### config.mk
export PLATFORM = sky130hd
export DESIGN_NAME = clk_div_bank
export DESIGN_NICKNAME = d
export VERILOG_FILES = /design/src/rtl/clk_div_bank.sv
export SDC_FILE = /design/constraint.sdc
export NUM_CORES = 1
export LEC_CHECK = 0
export CAP_MARGIN = 25
export CORE_UTILIZATION = 28
export DETAILED_ROUTE_END_ITERATION = 7
export SYNTH_ARGS = -nofsm -noshare
export SYNTH_HDL_FRONTEND = slang
export SYNTH_SLANG_ARGS = --single-unit
### constraint.sdc
create_clock -name clock_in -period 12.85 [get_ports clock_in]
set_input_delay 1.9275 -clock clock_in [delete_from_list [all_inputs] [get_ports clock_in]]
set_output_delay 1.9275 -clock clock_in [all_outputs]
set_load 0.03 [all_outputs]
### src/rtl/clk_div_bank.sv
`default_nettype none
// ============================================================================
// clk_div_bank : bank of independent, runtime-retunable clock dividers
// Rev 1.0 - initial release
// ============================================================================
module clk_div_bank #(
  parameter int CHANNELS    = 2,
  parameter int CNT_W       = 8,
  parameter int DEFAULT_DIV = 18
) (
  input  logic                      clock_in,
  input  logic                      reset,
  input  logic [CHANNELS-1:0]       enable,
  input  logic [CHANNELS-1:0]       load,
  input  logic [CNT_W-1:0]          div_value,
  output logic [CHANNELS-1:0]       clock_out,
  output logic [CHANNELS-1:0]       tick,
  output logic [CHANNELS*CNT_W-1:0] active_div
);

  localparam logic [CNT_W-1:0] C_DEFAULT = CNT_W'(DEFAULT_DIV);
  localparam logic [CNT_W-1:0] C_MIN_DIV = CNT_W'(2);
  localparam logic [CNT_W-1:0] C_ONE     = CNT_W'(1);

  logic [CNT_W-1:0] w_clamped;
  assign w_clamped = (div_value < C_MIN_DIV) ? C_MIN_DIV : div_value;

  generate
    for (genvar g = 0; g < CHANNELS; g++) begin : g_ch
      logic [CNT_W-1:0] r_cnt;
      logic [CNT_W-1:0] r_n;
      logic [CNT_W-1:0] r_p;
      logic             r_run;
      logic             r_pend;
      logic             r_clk;
      logic             r_tick;

      logic [CNT_W-1:0] w_cnt_nxt;
      logic [CNT_W-1:0] w_n_nxt;
      logic [CNT_W-1:0] w_p_nxt;
      logic [CNT_W-1:0] w_h_nxt;
      logic             w_run_nxt;
      logic             w_pend_nxt;
      logic             w_boundary;

      assign w_boundary = (r_cnt == (r_n - C_ONE));

      // The ratio only changes at a period boundary, on stop, or while idle,
      // so a running period is never cut short or stretched.
      always_comb begin
        w_cnt_nxt  = r_cnt;
        w_n_nxt    = r_n;
        w_p_nxt    = r_p;
        w_run_nxt  = r_run;
        w_pend_nxt = r_pend;
        if (!r_run) begin
          w_cnt_nxt  = '0;
          w_pend_nxt = 1'b0;
          if (load[g]) begin
            w_n_nxt = w_clamped;
          end
          if (enable[g]) begin
            w_run_nxt = 1'b1;
          end
        end else if (!enable[g]) begin
          w_run_nxt  = 1'b0;
          w_cnt_nxt  = '0;
          w_pend_nxt = 1'b0;
          if (load[g]) begin
            w_n_nxt = w_clamped;
          end else if (r_pend) begin
            w_n_nxt = r_p;
          end
        end else if (w_boundary) begin
          w_cnt_nxt  = '0;
          w_pend_nxt = 1'b0;
          if (load[g]) begin
            w_n_nxt = w_clamped;
          end else if (r_pend) begin
            w_n_nxt = r_p;
          end
        end else begin
          w_cnt_nxt = r_cnt + C_ONE;
          if (load[g]) begin
            w_p_nxt    = w_clamped;
            w_pend_nxt = 1'b1;
          end
        end
      end

      // ceil(N/2) without needing an extra carry bit
      assign w_h_nxt = (w_n_nxt >> 1) + {{(CNT_W-1){1'b0}}, w_n_nxt[0]};

      always_ff @(posedge clock_in) begin
        if (reset) begin
          r_cnt  <= '0;
          r_n    <= C_DEFAULT;
          r_p    <= C_DEFAULT;
          r_run  <= 1'b0;
          r_pend <= 1'b0;
          r_clk  <= 1'b0;
          r_tick <= 1'b0;
        end else begin
          r_cnt  <= w_cnt_nxt;
          r_n    <= w_n_nxt;
          r_p    <= w_p_nxt;
          r_run  <= w_run_nxt;
          r_pend <= w_pend_nxt;
          r_clk  <= w_run_nxt && (w_cnt_nxt < w_h_nxt);
          r_tick <= w_run_nxt && (w_cnt_nxt == '0);
        end
      end

      assign clock_out[g]                 = r_clk;
      assign tick[g]                      = r_tick;
      assign active_div[g*CNT_W +: CNT_W] = r_n;
    end
  endgenerate

endmodule
`default_nettype wire

==> flow_metrics.env, run 1 <==
export IMPL_status="finished clean"
export IMPL_synth_cell_types=61
export IMPL_crit_arrival_ns=5.52
export IMPL_yosysWarnings=0
export IMPL_crit_chain="clkdlybuf4s50_1, nor4_1, nand2_1, o21ai_0, o221ai_1, ha_1, ha_1, and2_1, nand4b_1, xor2_1, ha_1, and4_1, a2111o_1, a31oi_1"
export IMPL_min_path_type="flop to flop"
export IMPL_grt_ovfl_total=0
export IMPL_finalMaxSlewViolations=0
export IMPL_ys_seq_area_share_pct=30.4
export IMPL_startpoint_type="input port"
export IMPL_path_common_cell="ha_1"
export IMPL_viasPerCell=5.22
export IMPL_synth_top_cell_area_share_pct=30.4
export IMPL_cts_sinks=56
export IMPL_total_power_w=0.000431
export IMPL_worstPathMaxFanout=5
export IMPL_grt_max_degree=46
export IMPL_post_cts_resized=0
export IMPL_critPathMaxStageDelay_ns=0.53
export IMPL_cts_setup_buffers=0
export IMPL_grt_pass1_vias=3154
export IMPL_cellLeakagePower_nw=1.64
export IMPL_dr_pass1_iters=5
export IMPL_worst_pin_slew_ns=0.684
export IMPL_switching_share_pct=28.3
export IMPL_crit_family="compound AO/OA/AOI/OAI gates"
export IMPL_root_buffer="clkbuf_16"
export IMPL_yosys_area_top_type="dfxtp_1"
export IMPL_synth_enable_flop_cells=0
export IMPL_clockBufferDepth=2
export IMPL_antenna_cells=0
export IMPL_detail_route_antenna_nets=0
export IMPL_drive_above_1_share_pct=5.41
export IMPL_cts_buffers_inserted=5
export IMPL_hold_buffers=0
export IMPL_clk_latency_ns=0.30
export IMPL_period_needed_ns=5.29
export IMPL_top_level_ports=34
export IMPL_drc=0
export IMPL_die_y_um=117
export IMPL_vdd_drop_max_v=0.0000445
export IMPL_cp_required_ns=13.08
export IMPL_top_usage_layer="met2"
export IMPL_p_clk_share_pct=35.9
export IMPL_timing_setup_tns_ns=0
export IMPL_finalSetupViolCount=0
export IMPL_cts_tree="yes"
export IMPL_finalCritPeriodShare_pct=41.2
export IMPL_grt_use_met3_pct=2.42
export IMPL_cts_htree_levels=2
export IMPL_routed_wl_um=9680
export IMPL_finalHoldViolCount=0
export IMPL_dpl_hpwl_um=7270
export IMPL_p_switching_w=0.000122
export IMPL_combinationalPowerShare_pct=20.0
export IMPL_syn_cell_area_mm2=0.00369
export IMPL_cpMaxStageDelayCell="clkdlybuf4s50_1"
export IMPL_antenna_found_initial=0
export IMPL_track_usage_pct=14.8
export IMPL_postSynthCellCount=448
export IMPL_cap_violations=0
export IMPL_synth_seq_cells=56
export IMPL_max_slew_margin_rel_pct=54.3
export IMPL_synth_area_per_cell_um2=8.24
export IMPL_core_mm2=0.0127
export IMPL_rows=41
export IMPL_end_kind="flop"
export IMPL_final_common_cell="dfxtp_1"
export IMPL_netlist_top_cells_area="dfxtp_1 (30%), ha_1 (7.5%), xnor2_1 (6.2%)"
export IMPL_p_int_w=0.000309
export IMPL_syn_to_final_growth_pct=16.1
export IMPL_initial_core_util_pct=29.0
export IMPL_drtIter0Drc=200
export IMPL_use_met2_pct=23.6
export IMPL_vias=3308
export IMPL_fmax_mhz=189
export IMPL_fin_nets=497
export IMPL_async_flop_share_pct=0
export IMPL_critPathBufInv=1
export IMPL_skew_ns=0.00696
export IMPL_die_area_mm2=0.0137
export IMPL_power_density_mw_per_mm2=100
export IMPL_seq_power_share_pct=44.2
export IMPL_wl_per_cell_um=15.3
export IMPL_grt_pass1_wl_um=15700
export IMPL_layout_common_cells="dfxtp_1 (56), nor2_1 (50), clkdlybuf4s50_1 (33)"
export IMPL_cts_clk_slew_worst_paths_ns=0.07
export IMPL_syn_nets=484
export IMPL_numPortBuffers=33
export IMPL_fillCellCount=1355
export IMPL_met1_usage_pct=20.2
export IMPL_grt_setup_unrepaired="false"
export IMPL_fp_dieW_um=117
export IMPL_crit_type="input port to flop"
export IMPL_synth_ff_type="dfxtp_1"
export IMPL_ff_latch_area_mm2=0.00112
export IMPL_multi_input_area_mm2=0.00236
export IMPL_place_gp_congestion=0.921
-- synthesized netlist by cell type (3+ instances only) --
| master | instances |
|---|---|
| nand4_1 | 5 |
| nor4_1 | 6 |
| a32oi_1 | 3 |
| nand4b_1 | 3 |
| and3_1 | 7 |
| dfxtp_1 | 56 |
| nand2_1 | 25 |
| a211o_1 | 4 |
| a21oi_1 | 13 |
| o31ai_1 | 3 |
| xor2_1 | 14 |
| o21bai_1 | 3 |
| nor3_1 | 23 |
| mux2i_1 | 11 |
| a31oi_1 | 5 |
| nor2_1 | 50 |
| buf_4 | 4 |
| a211oi_1 | 5 |
| or2_2 | 6 |
| clkbuf_1 | 20 |
| and4_1 | 3 |
| or3_1 | 4 |
| and2_1 | 8 |
| ha_1 | 22 |
| a21o_1 | 4 |
| inv_1 | 24 |
| o21a_1 | 3 |
| o21ai_0 | 15 |
| xnor2_1 | 26 |
| nand3_1 | 15 |
| nand2b_1 | 6 |
| o22a_1 | 10 |
| o211ai_1 | 3 |
-- stage by stage --
| stage | cell area, µm² | utilization (%) | setup WS, ns | cells | hold slack (ns) |
|---|---|---|---|---|---|
| 3_5_place_dp | 4120 | 32.4 | 7.28 | 626 | 0.454 |
| 3_3_place_gp | 4120 | 32.4 | 7.33 | 626 | 0.452 |
| 2_1_floorplan | 3690 | - | 8.23 | 448 | 0.436 |
| 4_1_cts | 4290 | 33.7 | 7.57 | 634 | 0.471 |
| 6_report | 4290 | 33.7 | 7.56 | 634 | 0.468 |
| 5_1_grt | 4290 | 33.7 | 7.28 | 634 | 0.487 |
-- per-layer routing --
metal	share of wire [%]	wire, µm
met5	0	0
met4	1.6	155
met3	5.7	550
met2	45	4340
met1	48	4640
-- power groups by stage --
stage                     Clock, W  Combinational (W)  Sequential [W]
final                     0.000154          0.0000859        0.000190
after global routing      0.000166          0.0000944        0.000191
after CTS                 0.000160          0.0000862        0.000190
after detailed placement         0          0.0000854        0.000194
after global placement           0          0.0000845        0.000194
after floorplan                  0          0.0000556        0.000196
-- registers in the layout, summed over array words and instances, names as in the netlist --
| name | flops |
|---|---|
| g_ch.r_cnt | 16 |
| g_ch.r_clk | 2 |
| g_ch.r_run | 2 |
| g_ch.r_p | 16 |
| g_ch.r_tick | 2 |
| g_ch.r_pend | 2 |
| g_ch.r_n | 16 |
-- worst reg2reg max path, stage by stage (launching register included) --
cell       delay (ns)
dfxtp_1          0.40
inv_1            0.09
ha_1             0.19
or3b_4           0.40
or4_4            0.50
a2111oi_4        0.43
a311o_2          0.63
nand2_1          0.26
o22a_1           0.26
o221a_2          0.25
ha_1             0.23
ha_1             0.23
nand4b_1         0.15
nor3_1           0.07
xor2_1           0.16
ha_1             0.32
a21o_1           0.20
nand2_1          0.08
nand4b_1         0.10
a211oi_1         0.19
-- cell type report --
class | count | area share [%]
multi-input combinational | 340 | 55.0
clock inverter | 2 | 0.817
inverter | 24 | 2.10
tap | 172 | 5.02
timing repair buffer | 34 | 7.88
clock buffer | 6 | 3.01
sequential | 56 | 26.2
-- cell families after synthesis --
family,after synthesis,share of synthesized area (%)
xor gates and xnor gates,40,9.49
adders and majority gates,22,7.45
DFF,56,30.4
and+or+nand+nor,173,24.1
muxes,13,3.59
buffers and inverters,52,5.76
AOI/OAI and AO/OA,92,19.2
-- worst paths after layout --
| kind | start | endpoint | slack (ns) | depth (start not counted) |
|---|---|---|---|---|
| worst max-delay path | div_value[5] | g_ch[1].r_clk | 7.56 | 14 |
| worst min-delay path | g_ch[0].r_p[1] | g_ch[0].r_p[1] | 0.47 | 1 |
| worst max register to register | g_ch[0].r_n[0] | g_ch[0].r_clk | 7.63 | 19 |
| worst min register to register | g_ch[0].r_p[1] | g_ch[0].r_p[1] | 0.47 | 1 |
(Power assumes the default switching activity.)
==> run 2, diff against run 1 <==
==> constraint.sdc (replaced) <==
create_clock -name clock_in -period 5 [get_ports clock_in]
set_input_delay 0.75 -clock clock_in [delete_from_list [all_inputs] [get_ports clock_in]]
set_output_delay 0.75 -clock clock_in [all_outputs]
set_load 0.03 [all_outputs]
==> run 2 against run 1 <==
  * Clock power rose by 140%
  * Sequential power rose to 2.6 times the previous value
  * Combinational power rose to 2.6 times the previous value
  * Global-route usage rose by 0.26 points
  * Flip-flop and latch count did not move
  * Largest power group unchanged
  * Highest routed layer unchanged
==> flow_metrics.env, run 2 (same netlist as run 1, synthesis figures left out) <==
export IMPL_hold_depth=1
export IMPL_antenna_found_initial=0
export IMPL_cts_setup_buffers=0
export IMPL_end_kind="flop"
export IMPL_die_y_um=117
export IMPL_utilization_pct=33.7
export IMPL_vdd_drop_max_v=0.000135
export IMPL_hold_buffers=0
export IMPL_cts_htree_levels=2
export IMPL_switching_share_pct=29.4
export IMPL_hold_start="g_ch[0].r_p[4]"
export IMPL_finalCritPeriodShare_pct=93.6
export IMPL_numPortBuffers=33
export IMPL_cts_tree="yes"
export IMPL_rr_worst_depth=19
export IMPL_core_mm2=0.0127
export IMPL_fmax_mhz=214
export IMPL_p_int_w=0.000759
export IMPL_fp_dieW_um=117
export IMPL_cts_buffers_inserted=5
export IMPL_fin_nets=499
export IMPL_p_switching_w=0.000317
export IMPL_layout_common_cells="dfxtp_1 (56), nor2_1 (50), clkdlybuf4s50_1 (33)"
export IMPL_power_density_mw_per_mm2=251
export IMPL_cts_sinks=56
export IMPL_timing_setup_tns_ns=0
export IMPL_cp_required_ns=5.21
export IMPL_crit_type="flop to flop"
export IMPL_drive_above_1_share_pct=5.82
export IMPL_wl_per_cell_um=15.1
export IMPL_grt_pass1_vias=3165
export IMPL_vias=3272
export IMPL_root_buffer="clkbuf_16"
export IMPL_drc=0
export IMPL_worstPathMaxFanout=31
export IMPL_finalHoldViolCount=0
export IMPL_period_needed_ns=4.68
export IMPL_r2r_slack_ns=0.32
export IMPL_seq_power_share_pct=45.4
export IMPL_grt_setup_unrepaired="false"
export IMPL_hold_slack_ns=0.469
export IMPL_clk_latency_ns=0.30
export IMPL_die_area_mm2=0.0137
export IMPL_post_cts_resized=0
export IMPL_drtIter0Drc=227
export IMPL_rows=41
export IMPL_routed_wl_um=9610
export IMPL_place_ws_ns=0.344
export IMPL_top_level_ports=34
export IMPL_max_slew_margin_rel_pct=61.2
export IMPL_top_regs="g_ch.r_cnt: 16 flops, g_ch.r_n: 16 flops, g_ch.r_p: 16 flops"
export IMPL_worst_pin_slew_ns=0.580
export IMPL_holdPathEnd="g_ch[0].r_p[4]"
export IMPL_reg2reg_from="g_ch[0].r_n[0]"
export IMPL_status="finished clean"
export IMPL_antenna_cells=0
export IMPL_syn_to_final_growth_pct=16.1
export IMPL_grt_ovfl_total=0
export IMPL_final_common_cell="dfxtp_1"
export IMPL_finalMaxSlewViolations=0
export IMPL_detail_route_antenna_nets=0
export IMPL_setup_ws_ns=0.321
export IMPL_place_gp_congestion=0.897
export IMPL_viasPerCell=5.14
export IMPL_skew_ns=0.00766
export IMPL_dpl_hpwl_um=7330
export IMPL_grt_pass1_wl_um=15900
export IMPL_combinationalPowerShare_pct=20.6
export IMPL_grt_max_degree=46
export IMPL_track_usage_pct=15.1
export IMPL_cellLeakagePower_nw=1.64
export IMPL_finalSetupViolCount=0
export IMPL_p_clk_share_pct=34.0
export IMPL_min_path_type="flop to flop"
export IMPL_initial_core_util_pct=29.0
export IMPL_r2r_end="g_ch[0].r_clk"
export IMPL_startpoint_type="flop"
export IMPL_cap_violations=0
export IMPL_clockBufferDepth=2
export IMPL_crit_arrival_ns=4.89
export IMPL_cts_clk_slew_worst_paths_ns=0.07
export IMPL_dr_pass1_iters=6
[run 2: cell count changes in the layout (fill, tap and decap cells not counted)]
cell and change:
bufinv_16 -1, buf_4 +2, clkinv_2 -1, clkinvlp_4 +1, clkbuf_8 +1
[run 2: worst max-delay path by stage]
| stage | from | end | slack (ns) | cells after the start |
|---|---|---|---|---|
| final | g_ch[0].r_n[0] | g_ch[0].r_clk | 0.32 | 19 |
| after global routing | g_ch[0].r_n[0] | g_ch[0].r_clk | 0.004 | 19 |
| after CTS | g_ch[0].r_n[0] | g_ch[0].r_clk | 0.32 | 19 |
| after detailed placement | g_ch[0].r_n[0] | g_ch[0].r_clk | 0.34 | 19 |
| after global placement | div_value[5] | g_ch[1].r_clk | 0.37 | 14 |
| after floorplan | g_ch[0].r_n[0] | g_ch[0].r_clk | 0.53 | 21 |
[run 2: layout make-up]
cell class	instances	area, µm²
Fill cell	1350	8430
Multi-Input combinational cell	340	2360
Sequential cell	56	1120
Timing Repair Buffer	36	353
Tap cell	172	215
Clock buffer	7	143
Inverter	24	90.1
Clock inverter	1	7.51
[run 2: layer usage]
| layer | up-vias | global-route usage (%) | share of wire (%) |
|---|---|---|---|
| met1 | 1545 | 20.9 | 49 |
| li1 | 1629 | - | - |
| met2 | 88 | 23.8 | 46 |
| met5 | - | 0 | 0 |
| met3 | 10 | 2.37 | 4.0 |
| met4 | 0 | 4.98 | 1.2 |
[run 2: worst max-delay path: stages, from the launching register on]
cell,delay [ns]
dfxtp_1,0.39
inv_1,0.10
ha_1,0.18
or3b_4,0.40
or4_4,0.50
a2111oi_4,0.41
a311o_2,0.24
buf_4,0.30
nand2_1,0.20
o22a_1,0.24
o21a_1,0.14
ha_1,0.24
nand4b_1,0.14
nor3_1,0.07
xor2_1,0.17
ha_1,0.33
and4_1,0.23
nand2_1,0.07
nor2_1,0.04
a211oi_1,0.21
[run 2: through the flow]
stage                     total power (W)  instance area, µm²  instances
after global routing              0.00113                4290        636
after floorplan                  0.000646                3690        448
final                             0.00108                4290        636
after detailed placement         0.000720                4140        628
after CTS                         0.00109                4290        636
after global placement           0.000716                4140        628
[run 2: power by group through the flow]
stage / sequential (W) / clock, W / combinational, W
floorplan: 0.000504 / 0 / 0.000143
global route: 0.000491 / 0.000398 / 0.000245
finish: 0.000488 / 0.000366 / 0.000221
CTS: 0.000488 / 0.000377 / 0.000223
global placement: 0.000498 / 0 / 0.000218
detailed placement: 0.000499 / 0 / 0.000222
